===== src/rtl/id_operand_stage_pkg.sv =====
// Shared definitions for the ID-stage operand generator:
//   - opcode / funct encodings of the supported instructions
//   - interlock FSM state encoding
//   - operand source-select encoding
//   - small decode helper
package id_operand_stage_pkg;

  // Primary opcodes
  localparam logic [5:0] OP_SPECIAL = 6'h00;
  localparam logic [5:0] OP_JAL     = 6'h03;
  localparam logic [5:0] OP_ADDIU   = 6'h09;
  localparam logic [5:0] OP_ANDI    = 6'h0C;
  localparam logic [5:0] OP_ORI     = 6'h0D;
  localparam logic [5:0] OP_XORI    = 6'h0E;
  localparam logic [5:0] OP_LUI     = 6'h0F;
  localparam logic [5:0] OP_LB      = 6'h20;
  localparam logic [5:0] OP_LW      = 6'h23;
  localparam logic [5:0] OP_LBU     = 6'h24;
  localparam logic [5:0] OP_SB      = 6'h28;
  localparam logic [5:0] OP_SW      = 6'h2B;

  // SPECIAL function codes
  localparam logic [5:0] FUNCT_JALR = 6'h09;
  localparam logic [5:0] FUNCT_ADDU = 6'h21;

  // Load-use interlock states
  typedef enum logic [0:0] {
    ST_NORMAL    = 1'b0,
    ST_LOAD_WAIT = 1'b1
  } state_e;

  // Operand source selection
  typedef enum logic [2:0] {
    SEL_ZERO  = 3'd0,
    SEL_REG   = 3'd1,
    SEL_LINK  = 3'd2,
    SEL_SIMM  = 3'd3,
    SEL_ZIMM  = 3'd4,
    SEL_HIIMM = 3'd5
  } sel_e;

  // True for the memory-access opcodes (address = rs + sign-extended imm)
  function automatic logic is_mem_op(input logic [5:0] op);
    logic r;
    case (op)
      OP_LB, OP_LW, OP_LBU, OP_SB, OP_SW: r = 1'b1;
      default:                            r = 1'b0;
    endcase
    return r;
  endfunction

endpackage


===== src/rtl/id_operand_stage_fwd_mux.sv =====
// Source-operand forwarding mux for one register read port.
// Ports:
//   idx_i              register index being read
//   reg_data_i         register file read data
//   ex_*_i             EX-stage write port (load results are not yet available)
//   mem_*_i            MEM-stage write port (only usable once data is valid)
//   data_o             resolved operand (EX > MEM > register file)
module id_operand_stage_fwd_mux
  import id_operand_stage_pkg::*;
#(
  parameter int DATA_WIDTH     = 32,
  parameter int REG_ADDR_WIDTH = 5
) (
  input  logic [REG_ADDR_WIDTH-1:0] idx_i,
  input  logic [DATA_WIDTH-1:0]     reg_data_i,
  input  logic                      ex_we_i,
  input  logic                      ex_is_load_i,
  input  logic [REG_ADDR_WIDTH-1:0] ex_waddr_i,
  input  logic [DATA_WIDTH-1:0]     ex_wdata_i,
  input  logic                      mem_we_i,
  input  logic                      mem_data_valid_i,
  input  logic [REG_ADDR_WIDTH-1:0] mem_waddr_i,
  input  logic [DATA_WIDTH-1:0]     mem_wdata_i,
  output logic [DATA_WIDTH-1:0]     data_o
);

  // Priority forwarding; register 0 is hard-wired and never forwarded
  always_comb begin
    data_o = reg_data_i;
    if (idx_i == '0) begin
      data_o = reg_data_i;
    end else if (ex_we_i && !ex_is_load_i && (ex_waddr_i == idx_i)) begin
      data_o = ex_wdata_i;
    end else if (mem_we_i && mem_data_valid_i && (mem_waddr_i == idx_i)) begin
      data_o = mem_wdata_i;
    end else begin
      data_o = reg_data_i;
    end
  end

endmodule


===== src/rtl/id_operand_stage.sv =====
// ID-stage operand generator with EX/MEM forwarding, a load-use interlock
// that waits for a variable-latency memory result, and a registered ID/EX
// output with stall and flush.
// Ports:
//   clk_i, rst_i            clock, synchronous active-high reset
//   in_valid_i, addr_i      ID instruction valid / PC
//   op_i, funct_i, imm_i    instruction fields
//   rs_addr_i, rt_addr_i    source register indices
//   reg_data_1_i/2_i        register file reads for rs / rt
//   ex_*_i, mem_*_i         downstream write ports used for forwarding/interlock
//   ex_stall_i, flush_i     downstream hold / kill of the ID/EX register
//   id_stall_o              combinational request to hold IF/ID
//   out_valid_o             registered valid to EX
//   operand_1_o/2_o         registered operands
//   store_data_o            registered store data
module id_operand_stage
  import id_operand_stage_pkg::*;
#(
  parameter int DATA_WIDTH     = 32,
  parameter int ADDR_WIDTH     = 32,
  parameter int REG_ADDR_WIDTH = 5,
  parameter int LINK_OFFSET    = 8,
  parameter bit LOGIC_IMM_EN   = 1'b1
) (
  input  logic                      clk_i,
  input  logic                      rst_i,
  input  logic                      in_valid_i,
  input  logic [ADDR_WIDTH-1:0]     addr_i,
  input  logic [5:0]                op_i,
  input  logic [5:0]                funct_i,
  input  logic [DATA_WIDTH/2-1:0]   imm_i,
  input  logic [REG_ADDR_WIDTH-1:0] rs_addr_i,
  input  logic [REG_ADDR_WIDTH-1:0] rt_addr_i,
  input  logic [DATA_WIDTH-1:0]     reg_data_1_i,
  input  logic [DATA_WIDTH-1:0]     reg_data_2_i,
  input  logic                      ex_we_i,
  input  logic                      ex_is_load_i,
  input  logic [REG_ADDR_WIDTH-1:0] ex_waddr_i,
  input  logic [DATA_WIDTH-1:0]     ex_wdata_i,
  input  logic                      mem_we_i,
  input  logic                      mem_data_valid_i,
  input  logic [REG_ADDR_WIDTH-1:0] mem_waddr_i,
  input  logic [DATA_WIDTH-1:0]     mem_wdata_i,
  input  logic                      ex_stall_i,
  input  logic                      flush_i,
  output logic                      id_stall_o,
  output logic                      out_valid_o,
  output logic [DATA_WIDTH-1:0]     operand_1_o,
  output logic [DATA_WIDTH-1:0]     operand_2_o,
  output logic [DATA_WIDTH-1:0]     store_data_o
);

  localparam int HALF = DATA_WIDTH / 2;

  sel_e                      sel_1_s, sel_2_s;
  logic                      is_store_s;
  logic                      uses_rs_s, uses_rt_s;
  logic                      rs_hazard_s, rt_hazard_s, hazard_s;
  logic [REG_ADDR_WIDTH-1:0] hazard_idx_s;
  logic                      wait_resolved_s;
  logic [ADDR_WIDTH-1:0]     link_addr_s;
  logic [DATA_WIDTH-1:0]     link_data_s, simm_s, zimm_s, hiimm_s;
  logic [DATA_WIDTH-1:0]     rs_data_s, rt_data_s;
  logic [DATA_WIDTH-1:0]     operand_1_s, operand_2_s, store_data_s;

  state_e                    state_q, state_d;
  logic [REG_ADDR_WIDTH-1:0] wait_idx_q, wait_idx_d;
  logic                      out_valid_q, out_valid_d;
  logic [DATA_WIDTH-1:0]     operand_1_q, operand_1_d;
  logic [DATA_WIDTH-1:0]     operand_2_q, operand_2_d;
  logic [DATA_WIDTH-1:0]     store_data_q, store_data_d;

  // Link address wraps in the PC width, then is resized to the datapath
  assign link_addr_s = addr_i + ADDR_WIDTH'(LINK_OFFSET);
  assign link_data_s = DATA_WIDTH'(link_addr_s);
  assign simm_s      = {{HALF{imm_i[HALF-1]}}, imm_i};
  assign zimm_s      = {{HALF{1'b0}}, imm_i};
  assign hiimm_s     = {imm_i, {HALF{1'b0}}};

  // Instruction decode into operand source selects
  always_comb begin
    sel_1_s    = SEL_ZERO;
    sel_2_s    = SEL_ZERO;
    is_store_s = 1'b0;
    case (op_i)
      OP_ADDIU: begin
        sel_1_s = SEL_REG;
        sel_2_s = SEL_SIMM;
      end
      OP_LB, OP_LW, OP_LBU, OP_SB, OP_SW: begin
        sel_1_s    = SEL_REG;
        sel_2_s    = SEL_SIMM;
        is_store_s = is_mem_op(op_i) && ((op_i == OP_SB) || (op_i == OP_SW));
      end
      OP_LUI: begin
        sel_1_s = SEL_REG;
        sel_2_s = SEL_HIIMM;
      end
      OP_ANDI, OP_ORI, OP_XORI: begin
        sel_1_s = SEL_REG;
        if (LOGIC_IMM_EN) begin
          sel_2_s = SEL_ZIMM;
        end else begin
          sel_2_s = SEL_ZERO;
        end
      end
      OP_SPECIAL: begin
        if (funct_i == FUNCT_JALR) begin
          sel_1_s = SEL_LINK;
        end else begin
          sel_1_s = SEL_REG;
        end
        sel_2_s = SEL_REG;
      end
      OP_JAL: begin
        sel_1_s = SEL_LINK;
        sel_2_s = SEL_ZERO;
      end
      default: begin
        sel_1_s    = SEL_ZERO;
        sel_2_s    = SEL_ZERO;
        is_store_s = 1'b0;
      end
    endcase
  end

  // rt is consumed either as operand_2 or as store data
  assign uses_rs_s = (sel_1_s == SEL_REG);
  assign uses_rt_s = (sel_2_s == SEL_REG) || is_store_s;

  id_operand_stage_fwd_mux #(
    .DATA_WIDTH     (DATA_WIDTH),
    .REG_ADDR_WIDTH (REG_ADDR_WIDTH)
  ) u_fwd_rs (
    .idx_i            (rs_addr_i),
    .reg_data_i       (reg_data_1_i),
    .ex_we_i          (ex_we_i),
    .ex_is_load_i     (ex_is_load_i),
    .ex_waddr_i       (ex_waddr_i),
    .ex_wdata_i       (ex_wdata_i),
    .mem_we_i         (mem_we_i),
    .mem_data_valid_i (mem_data_valid_i),
    .mem_waddr_i      (mem_waddr_i),
    .mem_wdata_i      (mem_wdata_i),
    .data_o           (rs_data_s)
  );

  id_operand_stage_fwd_mux #(
    .DATA_WIDTH     (DATA_WIDTH),
    .REG_ADDR_WIDTH (REG_ADDR_WIDTH)
  ) u_fwd_rt (
    .idx_i            (rt_addr_i),
    .reg_data_i       (reg_data_2_i),
    .ex_we_i          (ex_we_i),
    .ex_is_load_i     (ex_is_load_i),
    .ex_waddr_i       (ex_waddr_i),
    .ex_wdata_i       (ex_wdata_i),
    .mem_we_i         (mem_we_i),
    .mem_data_valid_i (mem_data_valid_i),
    .mem_waddr_i      (mem_waddr_i),
    .mem_wdata_i      (mem_wdata_i),
    .data_o           (rt_data_s)
  );

  // Operand muxes driven by the decoded selects
  always_comb begin
    operand_1_s = '0;
    operand_2_s = '0;
    case (sel_1_s)
      SEL_REG:  operand_1_s = rs_data_s;
      SEL_LINK: operand_1_s = link_data_s;
      default:  operand_1_s = '0;
    endcase
    case (sel_2_s)
      SEL_REG:   operand_2_s = rt_data_s;
      SEL_SIMM:  operand_2_s = simm_s;
      SEL_ZIMM:  operand_2_s = zimm_s;
      SEL_HIIMM: operand_2_s = hiimm_s;
      default:   operand_2_s = '0;
    endcase
  end

  assign store_data_s = is_store_s ? rt_data_s : '0;

  // Load-use detection; rs wins when both sources hit the same load
  assign rs_hazard_s  = uses_rs_s && (rs_addr_i != '0) && (ex_waddr_i == rs_addr_i);
  assign rt_hazard_s  = uses_rt_s && (rt_addr_i != '0) && (ex_waddr_i == rt_addr_i);
  assign hazard_s     = in_valid_i && ex_we_i && ex_is_load_i && (rs_hazard_s || rt_hazard_s);
  assign hazard_idx_s = rs_hazard_s ? rs_addr_i : rt_addr_i;

  // The awaited load result arrives on the MEM port; fwd_mux picks it up there
  assign wait_resolved_s = mem_we_i && mem_data_valid_i && (mem_waddr_i == wait_idx_q);

  assign id_stall_o = !flush_i &&
                      (ex_stall_i ||
                       ((state_q == ST_NORMAL) && hazard_s) ||
                       ((state_q == ST_LOAD_WAIT) && !wait_resolved_s));

  // Next-state: flush > ex_stall > bubble (hazard / unresolved wait) > capture
  always_comb begin
    state_d      = state_q;
    wait_idx_d   = wait_idx_q;
    out_valid_d  = out_valid_q;
    operand_1_d  = operand_1_q;
    operand_2_d  = operand_2_q;
    store_data_d = store_data_q;
    if (flush_i) begin
      state_d      = ST_NORMAL;
      out_valid_d  = 1'b0;
      operand_1_d  = '0;
      operand_2_d  = '0;
      store_data_d = '0;
    end else if (ex_stall_i) begin
      // EX cannot accept: everything holds (defaults above)
      state_d = state_q;
    end else if ((state_q == ST_NORMAL) && hazard_s) begin
      state_d      = ST_LOAD_WAIT;
      wait_idx_d   = hazard_idx_s;
      out_valid_d  = 1'b0;
      operand_1_d  = '0;
      operand_2_d  = '0;
      store_data_d = '0;
    end else if ((state_q == ST_LOAD_WAIT) && !wait_resolved_s) begin
      out_valid_d  = 1'b0;
      operand_1_d  = '0;
      operand_2_d  = '0;
      store_data_d = '0;
    end else begin
      state_d      = ST_NORMAL;
      out_valid_d  = in_valid_i;
      operand_1_d  = operand_1_s;
      operand_2_d  = operand_2_s;
      store_data_d = store_data_s;
    end
  end

  // ID/EX pipeline register and interlock state
  always_ff @(posedge clk_i) begin
    if (rst_i) begin
      state_q      <= ST_NORMAL;
      wait_idx_q   <= '0;
      out_valid_q  <= 1'b0;
      operand_1_q  <= '0;
      operand_2_q  <= '0;
      store_data_q <= '0;
    end else begin
      state_q      <= state_d;
      wait_idx_q   <= wait_idx_d;
      out_valid_q  <= out_valid_d;
      operand_1_q  <= operand_1_d;
      operand_2_q  <= operand_2_d;
      store_data_q <= store_data_d;
    end
  end

  assign out_valid_o  = out_valid_q;
  assign operand_1_o  = operand_1_q;
  assign operand_2_o  = operand_2_q;
  assign store_data_o = store_data_q;

endmodule


===== config.mk =====
export PLATFORM = sky130hd
export DESIGN_NAME = id_operand_stage
export DESIGN_NICKNAME = d
export VERILOG_FILES = /design/src/rtl/id_operand_stage_pkg.sv /design/src/rtl/id_operand_stage_fwd_mux.sv /design/src/rtl/id_operand_stage.sv
export SDC_FILE = /design/constraint.sdc
export NUM_CORES = 1
export LEC_CHECK = 0
export BUFFER_PORTS_ARGS = -buffer_cell sky130_fd_sc_hd__buf_2
export CORE_ASPECT_RATIO = 1.1
export CORE_MARGIN = 4
export CORE_UTILIZATION = 38
export DETAILED_ROUTE_END_ITERATION = 10
export PLACE_DENSITY = 0.65
export SYNTH_ARGS = -nofsm -noshare
export SYNTH_HDL_FRONTEND = slang
export SYNTH_SLANG_ARGS = --single-unit

===== constraint.sdc =====
create_clock -name clk_i -period 4.5 [get_ports clk_i]
set_input_delay 0.9 -clock clk_i [delete_from_list [all_inputs] [get_ports clk_i]]
set_output_delay 0.9 -clock clk_i [all_outputs]
set_load 0.01 [all_outputs]

==> flow_summary.json <==
{
  "yosys.area_share.simple_pct": 23.8,
  "rows": 52,
  "core_sq_um": 18500,
  "nets": 1461,
  "ys_warn_count": 0,
  "synth_cells": 974,
  "drc": 0,
  "hp-start": "store_data_o[29]$_SDFFE_PP0N_",
  "postCtsResizedCells": 0,
  "synth_xor_xnor_area_share_pct": 6.32,
  "port_buffers": 314,
  "required_ps": 3600,
  "cts_setup_buffers": 0,
  "area_growth_pct": 28.9,
  "htree_levels": 3,
  "dp_hpwl_um": 24800,
  "regToRegStartpoint": "state_q$_SDFFE_PP0P_",
  "grt_max_degree": 53,
  "initialDrtViolationCount": 849,
  "hold_path.class": "flip-flop to flip-flop",
  "hold_buffers": 0,
  "clockBufferDepth": 2,
  "avgSynthCellArea_sq_um": 7.40,
  "grt_pass1_wl_um": 48000,
  "cts-root-buf": "clkbuf_16",
  "die_h_um": 152,
  "ant_nets": 0,
  "dieArea_sq_um": 21200,
  "placed_area_sq_um": 8960,
  "synthTopCellsByArea": "dfxtp_1 (29%), nand2_1 (9.4%), a221oi_2 (6.0%), xnor2_1 (4.4%), o21ai_0 (4.2%)",
  "synth_edf_count": 0,
  "muxShareOfSynthArea_pct": 1.32,
  "cp-end-kind": "output pin",
  "synth_fa_ha_area_share_pct": 0.660,
  "fin_util_pct": 50.1,
  "drt-wirelength-per-cell_um": 21.4,
  "critPathKind": "primary input to output pin",
  "async_flop_share_pct": 0,
  "vdd_drop_max_mv": 0.168,
  "cp_max_fo": 7,
  "synth_compound_area_share_pct": 34.2,
  "cp-start-kind": "primary input",
  "p_per_area_nw_per_um2": 228,
  "fmax_mhz": 245,
  "synth_top_area_share_pct": 28.6,
  "dp_slack_ps": 446,
  "final_layout_size_suffix_gt1_share_pct": 32.3,
  "period_share_pct": 90.6,
  "via_count": 8741,
  "clkLatencyLatePin_ps": 370,
  "finalSetupViolations": 0,
  "final_max_slew_viol_count": 0,
  "drt-vias-per-instance": 5.85,
  "status": "finished clean",
  "fp.dieW_um": 139,
  "overflow": 0,
  "fin_skew_ps": 14.9,
  "synth.ff_latch_count": 103,
  "fin_tns_setup_ps": 0,
  "start_util_pct": 38.9,
  "first_pass_iters": 5,
  "fillerInstances": 1923,
  "max-cap-violations": 0,
  "path_clk_slew_ps": 90,
  "wl_um": 32000,
  "max_slew_margin_pct": 24.8,
  "p_leak_nw": 3.65,
  "rsz0062_at_grt": "no",
  "crit_path_start": "op_i[3]",
  "syn-num-nets": 1194,
  "setup_ws_ps": 422,
  "synth_top_family_by_area": "compound AO/OA/AOI/OAI gates",
  "synth.most_common_cell": "nand2_1",
  "cts.sinks": 103,
  "grt_usage_pct": 28.3,
  "arrival_ps": 3180,
  "syn_area_sq_um": 7210,
  "design_area_sq_um": 9290,
  "first_global_vias": 8246,
  "worstMarginPinSlew_ps": 1120,
  "synth_ff_type": "dfxtp_1",
  "fin_crit_ps": 4080,
  "synthTopCellsByCount": "nand2_1 (181), dfxtp_1 (103), clkbuf_1 (72), o21ai_0 (61), nor2_1 (57)",
  "numCtsBuffers": 9,
  "cts_tree": "yes",
  "grt_antenna_before_repair": 6,
  "io_pins": 315,
  "yosysTopAreaCell": "dfxtp_1",
  "gp_congestion": 0.962,
  "synth_cell_types": 57,
  "finalHoldViolCount": 0,
  "seq_area_frac_synth_pct": 28.6
}
[kinds of logic after synthesis]
kind of cell / after synthesis
AO/OA/AOI/OAI: 330
adder cells (fa/ha/maj): 4
AND/OR/NAND/NOR: 385
flip-flops: 103
multiplexers: 9
XOR/XNOR: 52
buffers and inverters: 91
[path summary, 6_finish.rpt]
| path | endpoint | cells past startpoint | slack (ps) |
|---|---|---|---|
| worst min register to register | store_data_o[29]$_SDFFE_PP0N_ | 2 | 450 |
| worst max-delay path | id_stall_o | 14 | 420 |
| worst max register to register | operand_1_o[30]$_SDFFE_PP0N_ | 6 | 2330 |
| worst min-delay path | store_data_o[29]$_SDFFE_PP0N_ | 2 | 450 |
[worst max-delay path, cell delays in order]
cell	delay (ps)
buf_2	140
nor2b_1	200
nand2_1	130
a21o_1	170
a21oi_1	200
a211oi_1	90
inv_1	70
ha_1	170
inv_1	100
nor4_4	440
a32o_1	260
nor2_2	100
nor2_1	90
buf_2	130
[cells in the final DEF, fill, tap and decap left out, types with 4 or more instances in the layout]
cell type,instances
o22a_1,24
and3_1,7
a22oi_1,20
mux2_2,4
a32o_1,6
inv_1,9
o21ai_1,8
nand4_1,11
buf_4,24
a222oi_1,5
clkbuf_16,9
nor3_1,38
dfxtp_1,103
a221oi_2,29
nand2_1,181
nand3_1,54
nor2b_1,7
buf_2,314
mux2i_1,5
o211ai_1,31
a221oi_1,12
xor2_1,16
a2111oi_0,16
o22ai_1,24
xnor2_1,36
and2_1,4
a21oi_1,54
a21boi_0,23
diode_2,6
nor2_1,56
o21ai_0,61
[area by class of cell]
type	instances	area [sq um]	share of cell area (%)
inverters	9	33.8	0.363
well taps	243	304	3.27
clock inverters	7	91.3	0.983
clock buffers	9	225	2.42
multi-input cells	780	4810	51.8
flip-flops and latches	103	2060	22.2
diodes	6	15.0	0.162
repair buffers	338	1750	18.8
[through the flow]
step	total power [W]	cells	hold WS, ps
finish	0.00212	1495	449
global route	0.00219	1495	475
CTS	0.00212	1489	451
detailed placement	0.00129	1473	438
global placement	0.00129	1473	432
floorplan	0.00109	974	473
[where the power goes]
part	total (W)	leakage, nW	switching [W]	internal (W)
Clock	0.000842	0.153	0.000437	0.000405
Combinational	0.000360	2.67	0.000216	0.000143
Sequential	0.000914	0.829	0.00000162	0.000913
Total	0.00212	3.65	0.000655	0.00146
[per-layer routing]
layer	up-vias	routed length [um]	part of all wire (%)	GRT usage (%)
li1	4150	-	-	-
met3	48	2700	8.4	4.90
met2	458	14200	44	42.9
met4	0	836	2.6	8.20
met1	4085	14200	44	41.2
met5	-	0	0	0
[state kept, by name (all words and copies together) (netlist names)]
signal,cells
state_q,1
out_valid_o,1
store_data_o,32
wait_idx_q,5
operand_1_o,32
operand_2_o,32
Note: power is estimated with default switching activity, not from simulation.
